==> src/rtl/alarm_clock.sv <==
// Alarm clock: prescaled seconds counter, hh:mm:ss time of day,
// button-driven set modes and a timed alarm with dismiss.
module alarm_clock #(
   parameter int CLK_HZ    = 50_000_000,
   parameter int H24       = 1,
   parameter int ALARM_SEC = 60
) (
   input  logic       clk,
   input  logic       reset,
   input  logic       btn_mode,
   input  logic       btn_inc,
   input  logic       alarm_en,
   output logic [3:0] h1,
   output logic [3:0] h0,
   output logic [3:0] m1,
   output logic [3:0] m0,
   output logic [3:0] s1,
   output logic [3:0] s0,
   output logic       pm,
   output logic [2:0] mode,
   output logic       tick_1hz,
   output logic       alarm_out
);

   localparam int PW = (CLK_HZ > 2) ? $clog2(CLK_HZ) : 1;
   localparam logic [PW-1:0] PMAX = PW'(CLK_HZ - 1);
   localparam bit IS24 = (H24 != 0);
   localparam logic [4:0] HRST = IS24 ? 5'd0 : 5'd12;
   localparam logic [7:0] ACNT = 8'(ALARM_SEC);

   typedef enum logic [2:0] {
      RUN       = 3'd0,
      SET_MIN   = 3'd1,
      SET_HOUR  = 3'd2,
      SET_AMIN  = 3'd3,
      SET_AHOUR = 3'd4
   } state_t;

   state_t state_q, state_d;
   logic [PW-1:0] presc_q, presc_d;
   logic [5:0] sec_q, sec_d;
   logic [5:0] min_q, min_d;
   logic [4:0] hour_q, hour_d;
   logic pm_q, pm_d;
   logic [5:0] amin_q, amin_d;
   logic [4:0] ahour_q, ahour_d;
   logic apm_q, apm_d;
   logic alarm_q, alarm_d;
   logic [7:0] acnt_q, acnt_d;
   logic tick, inc_go, match;

   function automatic logic [5:0] inc60(input logic [5:0] v);
      return (v == 6'd59) ? 6'd0 : v + 6'd1;
   endfunction

   // Returns {pm, hour} after one hour step.
   function automatic logic [5:0] inc_hour(input logic [4:0] h,
                                           input logic p);
      logic [4:0] hn;
      logic pn;
      hn = h + 5'd1;
      pn = p;
      if (IS24) begin
         if (h == 5'd23) hn = 5'd0;
         pn = 1'b0;
      end else begin
         if (h == 5'd12) hn = 5'd1;
         else if (h == 5'd11) pn = ~p;
      end
      return {pn, hn};
   endfunction

   function automatic logic [7:0] to_bcd(input logic [5:0] v);
      logic [5:0] t, u;
      t = v / 6'd10;
      u = v % 6'd10;
      return {t[3:0], u[3:0]};
   endfunction

   // Next-state: time counting, set-mode FSM and alarm control.
   always_comb begin
      state_d = state_q;
      presc_d = presc_q;
      sec_d   = sec_q;
      min_d   = min_q;
      hour_d  = hour_q;
      pm_d    = pm_q;
      amin_d  = amin_q;
      ahour_d = ahour_q;
      apm_d   = apm_q;
      alarm_d = alarm_q;
      acnt_d  = acnt_q;
      tick    = (state_q == RUN) && (presc_q == PMAX);
      inc_go  = btn_inc && !btn_mode;

      if (state_q == RUN) begin
         presc_d = tick ? '0 : presc_q + PW'(1);
         if (tick) begin
            sec_d = inc60(sec_q);
            if (sec_q == 6'd59) begin
               min_d = inc60(min_q);
               if (min_q == 6'd59)
                  {pm_d, hour_d} = inc_hour(hour_q, pm_q);
            end
         end
      end

      unique case (state_q)
         RUN: begin
            if (btn_mode) state_d = SET_MIN;
         end
         SET_MIN: begin
            if (btn_mode) state_d = SET_HOUR;
            else if (inc_go) min_d = inc60(min_q);
         end
         SET_HOUR: begin
            if (btn_mode) begin
               state_d = SET_AMIN;
               sec_d   = 6'd0;
               presc_d = '0;
            end else if (inc_go) begin
               {pm_d, hour_d} = inc_hour(hour_q, pm_q);
            end
         end
         SET_AMIN: begin
            if (btn_mode) state_d = SET_AHOUR;
            else if (inc_go) amin_d = inc60(amin_q);
         end
         SET_AHOUR: begin
            if (btn_mode) begin
               state_d = RUN;
               presc_d = '0;
            end else if (inc_go) begin
               {apm_d, ahour_d} = inc_hour(ahour_q, apm_q);
            end
         end
         default: state_d = RUN;
      endcase

      match = tick && alarm_en && (sec_d == 6'd0) &&
              (min_d == amin_q) && (hour_d == ahour_q) &&
              (pm_d == apm_q);

      if (state_q != RUN || !alarm_en || btn_mode) begin
         alarm_d = 1'b0;
         acnt_d  = 8'd0;
      end else if (match) begin
         alarm_d = 1'b1;
         acnt_d  = ACNT;
      end else if (alarm_q && btn_inc) begin
         alarm_d = 1'b0;
         acnt_d  = 8'd0;
      end else if (alarm_q && tick) begin
         if (acnt_q <= 8'd1) begin
            alarm_d = 1'b0;
            acnt_d  = 8'd0;
         end else begin
            acnt_d = acnt_q - 8'd1;
         end
      end
   end

   // State registers with synchronous reset.
   always_ff @(posedge clk) begin
      if (reset) begin
         state_q <= RUN;
         presc_q <= '0;
         sec_q   <= 6'd0;
         min_q   <= 6'd0;
         hour_q  <= HRST;
         pm_q    <= 1'b0;
         amin_q  <= 6'd0;
         ahour_q <= HRST;
         apm_q   <= 1'b0;
         alarm_q <= 1'b0;
         acnt_q  <= 8'd0;
      end else begin
         state_q <= state_d;
         presc_q <= presc_d;
         sec_q   <= sec_d;
         min_q   <= min_d;
         hour_q  <= hour_d;
         pm_q    <= pm_d;
         amin_q  <= amin_d;
         ahour_q <= ahour_d;
         apm_q   <= apm_d;
         alarm_q <= alarm_d;
         acnt_q  <= acnt_d;
      end
   end

   // Display mux: alarm hh:mm while editing it, time otherwise.
   always_comb begin
      logic show_alarm;
      show_alarm = (state_q == SET_AMIN) || (state_q == SET_AHOUR);
      if (show_alarm) begin
         {h1, h0} = to_bcd({1'b0, ahour_q});
         {m1, m0} = to_bcd(amin_q);
         {s1, s0} = 8'h00;
         pm       = apm_q;
      end else begin
         {h1, h0} = to_bcd({1'b0, hour_q});
         {m1, m0} = to_bcd(min_q);
         {s1, s0} = to_bcd(sec_q);
         pm       = pm_q;
      end
   end

   assign mode      = state_q;
   assign tick_1hz  = tick;
   assign alarm_out = alarm_q && alarm_en && (state_q == RUN);

endmodule
==> config.mk <==
export PLATFORM = sky130hd
export DESIGN_NAME = alarm_clock
export DESIGN_NICKNAME = d
export VERILOG_FILES = /design/src/rtl/alarm_clock.sv
export SDC_FILE = /design/constraint.sdc
export NUM_CORES = 1
export LEC_CHECK = 0
export CAP_MARGIN = 30
export CORE_ASPECT_RATIO = 0.8
export CORE_MARGIN = 5
export CORE_UTILIZATION = 31
export CTS_CLUSTER_DIAMETER = 120
export CTS_CLUSTER_SIZE = 25
export DETAILED_ROUTE_END_ITERATION = 8
export HOLD_SLACK_MARGIN = 0.12
export PLACE_DENSITY = 0.48
export SYNTH_ARGS = -nofsm -noshare
export SYNTH_HDL_FRONTEND = slang
export SYNTH_SLANG_ARGS = --single-unit
==> constraint.sdc <==
create_clock -name clk -period 4.8 [get_ports clk]
set_input_delay 0.72 -clock clk [delete_from_list [all_inputs] [get_ports clk]]
set_output_delay 0.72 -clock clk [all_outputs]
set_load 0.05 [all_outputs]
# After elaboration in Yosys (flattened, before gate mapping)
# Index checks and enable logic that the tools add are counted.
# word_totals
reg_bits	67
inputBits	5
out_inout_bits	30
wordCells	130
# op_classes
addsub	7
div	10
n_lt_le_gt_ge	1
n_eq_ne	17
n_mux	54
bitwise_logic	2
reduce_logical	28
# ops
cell	n
$mux W26	4
$mux W6	16
$mux W5	9
$add A26 B1 Y26 const B	1
$eq A26 B26 Y1 const B	1
$mux W4	6
$add A6 B1 Y6 const B	3
$div A6 B4 Y6 const B	3
$eq A6 B6 Y1 const B	3
$mod A6 B4 Y6 const B	3
$mux W3	5
$pmux W3 S5	1
$div A5 B4 Y6 const B	2
$mod A5 B4 Y6 const B	2
$mux W1	12
$logic_and A1 B1 Y1	11
$add A5 B1 Y5 const B	2
$eq A5 B5 Y1 const B	2
$ne A2 B2 Y1 const B	5
$reduce_bool A3 Y1	3
$le A8 B1 Y1 const B	1
$mux W8	1
$sub A8 B1 Y8 const B	1
$eq A3 B2 Y1 const B	2
14 further kinds	20

# Logic depth before layout (Yosys ltp)
# Gate-level depths: netlist (run 1).
# depth
ltp_word	14
mapped_depth	16
depth_no_buf	14

# Worst setup path before layout (run 1)
# OpenSTA, ideal clock, no wires.
# synth_path
kind	register to output
startpoint	reg state_q[2], in the netlist mode[2]
endpoint	out h0[2]
t_arrival_ps	5438
required_ps	4080
setup_slack_ps	-1358
stages_incl_launch_ff	16
n_path_buf	1
cell_sequence	dfxtp_1 clkbuf_1 nor3b_1 nor2_1 mux2i_1 inv_1 ha_1 inv_1 a32oi_1 xor2_1 ha_1 o21ba_2 a221oi_1 nor2_1 inv_1 o21ai_0
# synth_between
elab_chain_cells	3
word_cells_on_any_way	4
cone_classes	eq/ne (2); mux (1); reduce/logical (1)
# synth_rtl
item	line_no	source
start, declared	39	state_t state_q, state_d;
start signal, assigned	178	state_q <= state_d;
$eq A3 B2 Y1 or $eq A3 B3 Y1 (tied branches)	195	show_alarm = (state_q == SET_AMIN) || (state_q == SET_AHOUR);
$logic_or A1 B1 Y1 (*)	195	
$mux W4 (*)	196	if (show_alarm) begin
end, declared	14	output logic [3:0] h0,
# Mark *: on every way between the ends. The rest lies on a longest branch, timed or not.

# Final worst setup path (run 1)
# layout_path
startpoint	reg state_q[1], in the netlist mode[1]
endpoint	out m1[0]
# layout_between
elab_chain_cells	3
word_cells_on_any_way	4
cone_classes	eq/ne (2); mux (1); reduce/logical (1)
# layout_rtl
item	line_no	source
$eq A3 B2 Y1 or $eq A3 B3 Y1 (tied branches)	195	
$logic_or A1 B1 Y1 (*)	195	
$mux W4 (*)	196	
end, declared	15	output logic [3:0] m1,
# Marks and branches as above.

==> flow_metrics.tcl, run 1 <==
set metrics [dict create \
    run_status "completed" \
    psw_mw 0.3774 \
    detail_route.wirelength_um 13680 \
    cp_cell_sequence "buf_4, nor3b_4, o21ai_0, and2_1, inv_1, ha_1, inv_1, o21ai_0, a31oi_4, xnor2_1, nand2_1, a21o_1, clkdlybuf4s50_1" \
    slew_headroom_pct 38.44 \
    finalWeightedCongestion 0.8730 \
    number_of_antenna_violations_at_the_first_check_in_global_routing 0 \
    h-tree-depth 3 \
    global_route.usage.total_pct 15.20 \
    worst_hold_slack_ps 470.9 \
    num-nets-final 697 \
    critical_path_arrival_ps 3780 \
    timing.final.max_slew_violations 0 \
    worst_clock_skew_ps 8.206 \
    count_of_flip_flops_with_a_built_in_enable_after_synthesis 0 \
    core-area_um2 15600 \
    floorplan.initialDensity_pct 31.31 \
    period_utilization_pct 93.85 \
    antenna_cells_inserted 0 \
    yosys.cell_types.count 69 \
    row_count 41 \
    numCtsBuffers 9 \
    endpoint_type_of_the_worst_setup_path "output pin" \
    port_buffers 30 \
    leakagePower_nw 2.044 \
    power.clock.fraction_pct 47.9 \
    use_met3_pct 3.950 \
    clock_tree.buffer_depth 2 \
    tightest_slew_ps 923.3 \
    cts_hold_buffers 0 \
    fillerInstances 1668 \
    pwr-share-seq_pct 40.9 \
    cellInternalPower_mw 1.034 \
    number_of_placed_cells_counting_well_taps 877 \
    crit_required_ps 4080 \
    die_w_um 150.3 \
    critical_path_peak_fanout 12 \
    worst_path_max_delay_cell "sky130_fd_sc_hd__clkdlybuf4s50_1" \
    clock-root-buffer "sky130_fd_sc_hd__clkbuf_16" \
    detail_route.vias_per_cell 5.258 \
    dieHeight_um 122.2 \
    clkSinkCount 67 \
    library_cell_occupying_the_most_area_in_the_post_synthesis_netlist "sky130_fd_sc_hd__dfxtp_1" \
    gr-usage-met1_pct 21.74 \
    report.final.hold_viol_count 0 \
    max_freq_mhz 222.0 \
    predominant_post_synthesis_flop_cell "sky130_fd_sc_hd__dfxtp_1" \
    startpoint_type "flop" \
    route.detailed.wl_per_inst_um 15.28 \
    cap_violations 0 \
    peakVddDrop_v 0.0001713 \
    worstSetupPathType "reg2out" \
    syn_inst 667 \
    crit_path_largest_cell_delay_ps 690 \
    drt_pass1_iterations 5 \
    num_io_pins 35 \
    timing.hold.worst.class "reg2reg" \
    final-setup-viol-count 0 \
    grt_pass1_wl_um 22190 \
    pwr-share-comb_pct 11.3 \
    detailedPlacementHpwl_um 10190 \
    power_mw 1.411 \
    syn_area_per_cell_um2 7.320 \
    synthToLayoutAreaGrowth_pct 18.43 \
    drt_first_iter_violations 252 \
    netlist_top_cells_area "sky130_fd_sc_hd__dfxtp_1 27%, sky130_fd_sc_hd__nor2_1 6.5%, sky130_fd_sc_hd__nand2_1 5.6%" \
    synth_largest_type_area_fraction_pct 27.47 \
    globalRoute.totalOverflow 0 \
    layout-drive-gt1-share_pct 8.088 \
    stdcell_count 895 \
    part_of_the_yosys_area_used_for_sequential_elements_pct 27.47 \
    synth_async_sr_flop_share_pct 0 \
    finalCriticalPeriod_ps 4505 \
    grt_start_max_net_pins 28 \
    cts_tree "yes" \
    netlist_area_um2 4882 \
    finished_core_util_pct 37.07 \
    cellPowerDensity_nw_per_um2 244.1 \
    synthesis_warnings 0 \
    num_vias 4706 \
    die_area_um2 18370 \
    worst_skew_pair.late_latency_ps 340 \
    synth.ff_latch_count 67 \
    drt.antenna.violating_nets 0 \
    via_count_of_the_first_global_routing_pass 4332 \
    p_sw_share_pct 26.74 \
    rsz0062_at_grt "false" \
    gr-max-usage-layer "met2" \
    totalNegativeSetupSlack_ps 0 \
    grtUsageMet2_pct 22.60 \
    drcViolationCount 0 \
    path_clk_slew_ps 50 \
]
==> layout by cell type, fill, tap and decap left out, types with 3 or more instances in the layout <==
master / instances
sky130_fd_sc_hd__nor2_1: 83
sky130_fd_sc_hd__nand2_1: 73
sky130_fd_sc_hd__dfxtp_1: 66
sky130_fd_sc_hd__o21ai_0: 42
sky130_fd_sc_hd__nand3_1: 34
sky130_fd_sc_hd__a21oi_1: 33
sky130_fd_sc_hd__xor2_1: 24
sky130_fd_sc_hd__clkdlybuf4s50_1: 23
sky130_fd_sc_hd__inv_1: 22
sky130_fd_sc_hd__nor3_1: 21
sky130_fd_sc_hd__xnor2_1: 17
sky130_fd_sc_hd__ha_1: 17
sky130_fd_sc_hd__nand4_1: 15
sky130_fd_sc_hd__nand2b_1: 13
sky130_fd_sc_hd__or3_1: 13
sky130_fd_sc_hd__clkbuf_16: 9
sky130_fd_sc_hd__mux2i_1: 8
sky130_fd_sc_hd__nor3b_1: 8
sky130_fd_sc_hd__buf_4: 8
sky130_fd_sc_hd__o211ai_1: 7
sky130_fd_sc_hd__a31oi_1: 7
sky130_fd_sc_hd__nor4_1: 7
sky130_fd_sc_hd__nor2b_1: 6
sky130_fd_sc_hd__and3_1: 6
sky130_fd_sc_hd__and2_1: 5
sky130_fd_sc_hd__buf_12: 5
sky130_fd_sc_hd__a21o_1: 4
sky130_fd_sc_hd__o21a_1: 4
sky130_fd_sc_hd__and4_1: 4
sky130_fd_sc_hd__o2111ai_1: 4
sky130_fd_sc_hd__conb_1: 4
sky130_fd_sc_hd__mux2_2: 3
sky130_fd_sc_hd__a221oi_1: 3
sky130_fd_sc_hd__o22ai_1: 3
sky130_fd_sc_hd__or3b_2: 3
sky130_fd_sc_hd__or4_1: 3
sky130_fd_sc_hd__and4b_1: 3
sky130_fd_sc_hd__o221ai_1: 3
sky130_fd_sc_hd__a211o_1: 3
sky130_fd_sc_hd__a2111oi_0: 3
==> path summary, 6_finish.rpt <==
check	from	to	slack, ps	depth (start not counted)
worst max-delay path	mode[1]	m1[0]	300	13
worst max register to register	mode[0]	alarm_q	950	9
worst min-delay path	presc_q[1]	presc_q[1]	470	2
worst min register to register	presc_q[1]	presc_q[1]	470	2
==> kinds of logic (layout without fill, tap and decap cells) <==
kind of cell             Yosys count  after routing  synth area share [%]
flip-flops                        67             67                 27.47
multiplexers                      12             12                 2.537
other                              1              4               0.07681
AND/OR/NAND/NOR                  313            313                 32.09
AO/OA/AOI/OAI                    147            147                 19.86
buffers and inverters             66             76                 5.689
adder cells (fa/ha/maj)           18             18                 4.562
XOR/XNOR                          43             43                 7.714
==> layout make-up <==
type | instances | area (um2) | area share (%)
Clock buffer | 12 | 246.5 | 4.263
Clock inverter | 4 | 50.05 | 0.8656
Inverter | 23 | 91.34 | 1.580
Multi-Input combinational cell | 537 | 3377 | 58.41
Sequential cell | 67 | 1345 | 23.26
Tap cell | 215 | 269.0 | 4.653
Timing Repair Buffer | 37 | 402.9 | 6.968
==> per-layer routing <==
| layer | vias to the layer above | wire [um] |
|---|---|---|
| met4 | 0 | 167 |
| li1 | 2395 | - |
| met1 | 2202 | 7095 |
| met5 | - | 0 |
| met3 | 10 | 681 |
| met2 | 99 | 5735 |
==> power by group through the flow <==
stage / Clock (mW) / Combinational [mW] / Sequential [mW]
3_3_place_gp: 0 / 0.156 / 0.588
3_5_place_dp: 0 / 0.157 / 0.588
5_1_grt: 0.717 / 0.173 / 0.578
4_1_cts: 0.696 / 0.158 / 0.576
2_1_floorplan: 0 / 0.114 / 0.588
6_report: 0.676 / 0.159 / 0.576
==> state kept, by name (all words and copies together) (netlist names) <==
signal / flops
alarm_q: 1
pm_q: 1
min_q: 6
sec_q: 6
acnt_q: 8
mode: 3
amin_q: 6
hour_q: 5
presc_q: 26
ahour_q: 5
==> critical path: cells and delay by family, from the launching register on <==
kind	cells	cell delay [ps]
buf+inv	4	1030
compound gates	4	910
simple gates	3	690
xor+xnor	1	370
flops	1	320
fa+ha+maj	1	140
==> per-stage QoR <==
| step | instance area, um2 | worst slack [ps] |
|---|---|---|
| after floorplan | 4976 | -57.89 |
| after global placement | 5444 | 406.3 |
| after detailed placement | 5444 | 302.2 |
| after CTS | 5746 | 52.56 |
| after global routing | 5782 | 14.02 |
| final | 5782 | 295.4 |
==> synth_stat cells, types with 6 or more instances <==
master / number
sky130_fd_sc_hd__nor2_1: 84
sky130_fd_sc_hd__nand2_1: 73
sky130_fd_sc_hd__dfxtp_1: 67
sky130_fd_sc_hd__o21ai_0: 43
sky130_fd_sc_hd__a21oi_1: 34
sky130_fd_sc_hd__nand3_1: 34
sky130_fd_sc_hd__clkbuf_1: 33
sky130_fd_sc_hd__xor2_1: 24
sky130_fd_sc_hd__inv_1: 22
sky130_fd_sc_hd__nor3_1: 21
sky130_fd_sc_hd__xnor2_1: 19
sky130_fd_sc_hd__ha_1: 17
sky130_fd_sc_hd__nand4_1: 15
sky130_fd_sc_hd__nand2b_1: 13
sky130_fd_sc_hd__or3_1: 13
sky130_fd_sc_hd__a31oi_1: 9
sky130_fd_sc_hd__mux2i_1: 9
sky130_fd_sc_hd__nor3b_1: 9
sky130_fd_sc_hd__nor4_1: 7
sky130_fd_sc_hd__o211ai_1: 7
sky130_fd_sc_hd__and2_1: 6
sky130_fd_sc_hd__and3_1: 6
sky130_fd_sc_hd__nor2b_1: 6
==> repair_timing <==
item / 4_1_cts / 5_1_grt
resized for setup: 1 / 7
setup buffers: 0 / 2
setup endpoints to repair: 3 / 4
pin swaps: 0 / 1
Power figures use the tool's default switching activity.
==> inputs of run 2 (changes only) <==
--- a/config.mk
+++ b/config.mk
@@ -7,7 +7,6 @@
 export LEC_CHECK = 0
 export CAP_MARGIN = 30
 export CORE_ASPECT_RATIO = 0.8
-export CORE_MARGIN = 5
 export CORE_UTILIZATION = 31
 export CTS_CLUSTER_DIAMETER = 120
 export CTS_CLUSTER_SIZE = 25
==> run 2 against run 1 <==
Against the previous run: first-iteration DRC count grew 21%; count of clock-buffer cells in the layout shrank 1; routed wire length shrank 0.59%; critical endpoint unchanged.
==> flow_metrics.tcl, run 2 (same netlist as run 1, synthesis figures left out) <==
set metrics [dict create \
    die_area_um2 16260 \
    finalCriticalPeriod_ps 4524 \
    final_common_cell "sky130_fd_sc_hd__nor2_1" \
    cap_violations 0 \
    global_route.usage.total_pct 17.66 \
    path_clk_slew_ps 60 \
    final_instance_area_um2 5767 \
    worst_path_max_delay_cell "sky130_fd_sc_hd__clkdlybuf4s50_1" \
    cp_cell_sequence "or3b_2, nand3_1, and2_1, inv_1, ha_1, o21ai_0, a31oi_4, xnor2_2, nand2_1, a21o_1, clkdlybuf4s50_1" \
    grt_pass1_wl_um 22500 \
    worstHoldPathCells 2 \
    leakagePower_nw 2.044 \
    grt_start_max_net_pins 24 \
    tightest_slew_ps 904.8 \
    worst_hold_slack_ps 471.4 \
    drt_pass1_iterations 5 \
    critical_path_peak_fanout 15 \
    detail_route.vias_per_cell 5.320 \
    drt_first_iter_violations 304 \
    clock-root-buffer "sky130_fd_sc_hd__clkbuf_16" \
    timing.final.max_slew_violations 0 \
    die_w_um 142.3 \
    finalWeightedCongestion 0.8938 \
    synthToLayoutAreaGrowth_pct 18.12 \
    cellInternalPower_mw 1.035 \
    antenna_cells_inserted 0 \
    finished_core_util_pct 37.90 \
    dieHeight_um 114.2 \
    psw_mw 0.3749 \
    worst_skew_pair.late_latency_ps 340 \
    period_utilization_pct 94.26 \
    num-nets-final 695 \
    crit_path_largest_cell_delay_ps 690 \
    startpoint_type "flop" \
    route.detailed.wl_per_inst_um 15.31 \
    slew_headroom_pct 39.22 \
    max_freq_mhz 221.0 \
    worst_clock_skew_ps 3.300 \
    power_mw 1.410 \
    drt.antenna.violating_nets 0 \
    cellPowerDensity_nw_per_um2 244.5 \
    layout-drive-gt1-share_pct 7.965 \
    number_of_placed_cells_counting_well_taps 872 \
    numCtsBuffers 9 \
    largest_register_ffs 26 \
    port_buffers 30 \
    endpoint_type_of_the_worst_setup_path "output pin" \
    r2r.worst_path.cells 10 \
    pwr-share-comb_pct 11.1 \
    stdcell_count 888 \
    clkSinkCount 67 \
    finalWorstSetupSlack_ps 275.7 \
    core-area_um2 15210 \
    placement_cell_area_um2 5438 \
    mostFrequentLayoutCells "83 x sky130_fd_sc_hd__nor2_1, 73 x sky130_fd_sc_hd__nand2_1, 66 x sky130_fd_sc_hd__dfxtp_1" \
    via_count_of_the_first_global_routing_pass 4429 \
    run_status "completed" \
    crit_required_ps 4080 \
    final-setup-viol-count 0 \
    p_sw_share_pct 26.59 \
    power.clock.fraction_pct 48.0 \
    num_vias 4724 \
    cts_tree "yes" \
    cts_hold_buffers 0 \
    num_io_pins 35 \
    detailedPlacementHpwl_um 10360 \
    detail_route.wirelength_um 13600 \
    fillerInstances 1610 \
    globalRoute.totalOverflow 0 \
    top_register "presc_q" \
    pwr-share-seq_pct 40.9 \
    h-tree-depth 3 \
    report.final.hold_viol_count 0 \
    totalNegativeSetupSlack_ps 0 \
    placement.setup.worst_slack_ps 325.1 \
    rsz0062_at_grt "false" \
    biggestRegsByFlops "presc_q (26), acnt_q (8)" \
    floorplan.initialDensity_pct 32.09 \
    worstSetupPathType "reg2out" \
    drcViolationCount 0 \
    critical_path_arrival_ps 3800 \
    number_of_antenna_violations_at_the_first_check_in_global_routing 0 \
    timing.hold.worst.class "reg2reg" \
    row_count 40 \
    peakVddDrop_v 0.0001611 \
    clock_tree.buffer_depth 2 \
]
==> run 2: changes by cell type in the layout (fill, tap and decap cells not counted), sizes merged <==
cell,delta
buf,-2
clkbuf,-1
clkinv,+1
==> run 2: what timing repair did <==
action | CTS | global route
resized for setup | 1 | 4
buffers inserted | 0 | 0
endpoints found under the setup margin | 2 | 3
==> run 2: worst max-delay path, delay by kind of cell (launching register included) <==
family,cells,cell delay [ps]
AOI/OAI and AO/OA,3,490
xor gates and xnor gates,1,280
adders and majority gates,1,340
buffers and inverters,2,780
DFF,1,460
and+or+nand+nor,4,1120
==> run 2: power groups by stage <==
| stage | clock network (mW) | registers, mW | logic (mW) |
|---|---|---|---|
| 6_report | 0.676 | 0.577 | 0.157 |
| 2_1_floorplan | 0 | 0.588 | 0.114 |
| 3_3_place_gp | 0 | 0.588 | 0.154 |
| 3_5_place_dp | 0 | 0.589 | 0.156 |
| 5_1_grt | 0.720 | 0.578 | 0.169 |
| 4_1_cts | 0.698 | 0.577 | 0.156 |
==> run 2: worst paths after layout <==
check	start	end	slack, ps
hold reg to reg	presc_q[1]	presc_q[1]	470
setup reg to reg	mode[1]	alarm_q	870
setup / recovery	mode[2]	m1[0]	280
hold / removal	presc_q[1]	presc_q[1]	470
==> run 2: area by class of cell <==
class	count	area (um2)	share of cell area, %
Inverter	23	91.34	1.584
Multi-Input combinational cell	537	3377	58.56
Tap cell	210	262.8	4.556
Clock buffer	11	242.7	4.209
Sequential cell	67	1343	23.28
Clock inverter	5	62.56	1.085
Timing Repair Buffer	35	387.9	6.726
==> run 2: routing by layer <==
metal / global-route usage, % / vias up / share of wire (%)
met5: 0 / - / 0
met4: 7.240 / 0 / 1.7
met3: 2.677 / 15 / 3.8
met2: 27.03 / 104 / 43
met1: 24.66 / 2216 / 52
li1: - / 2389 / -
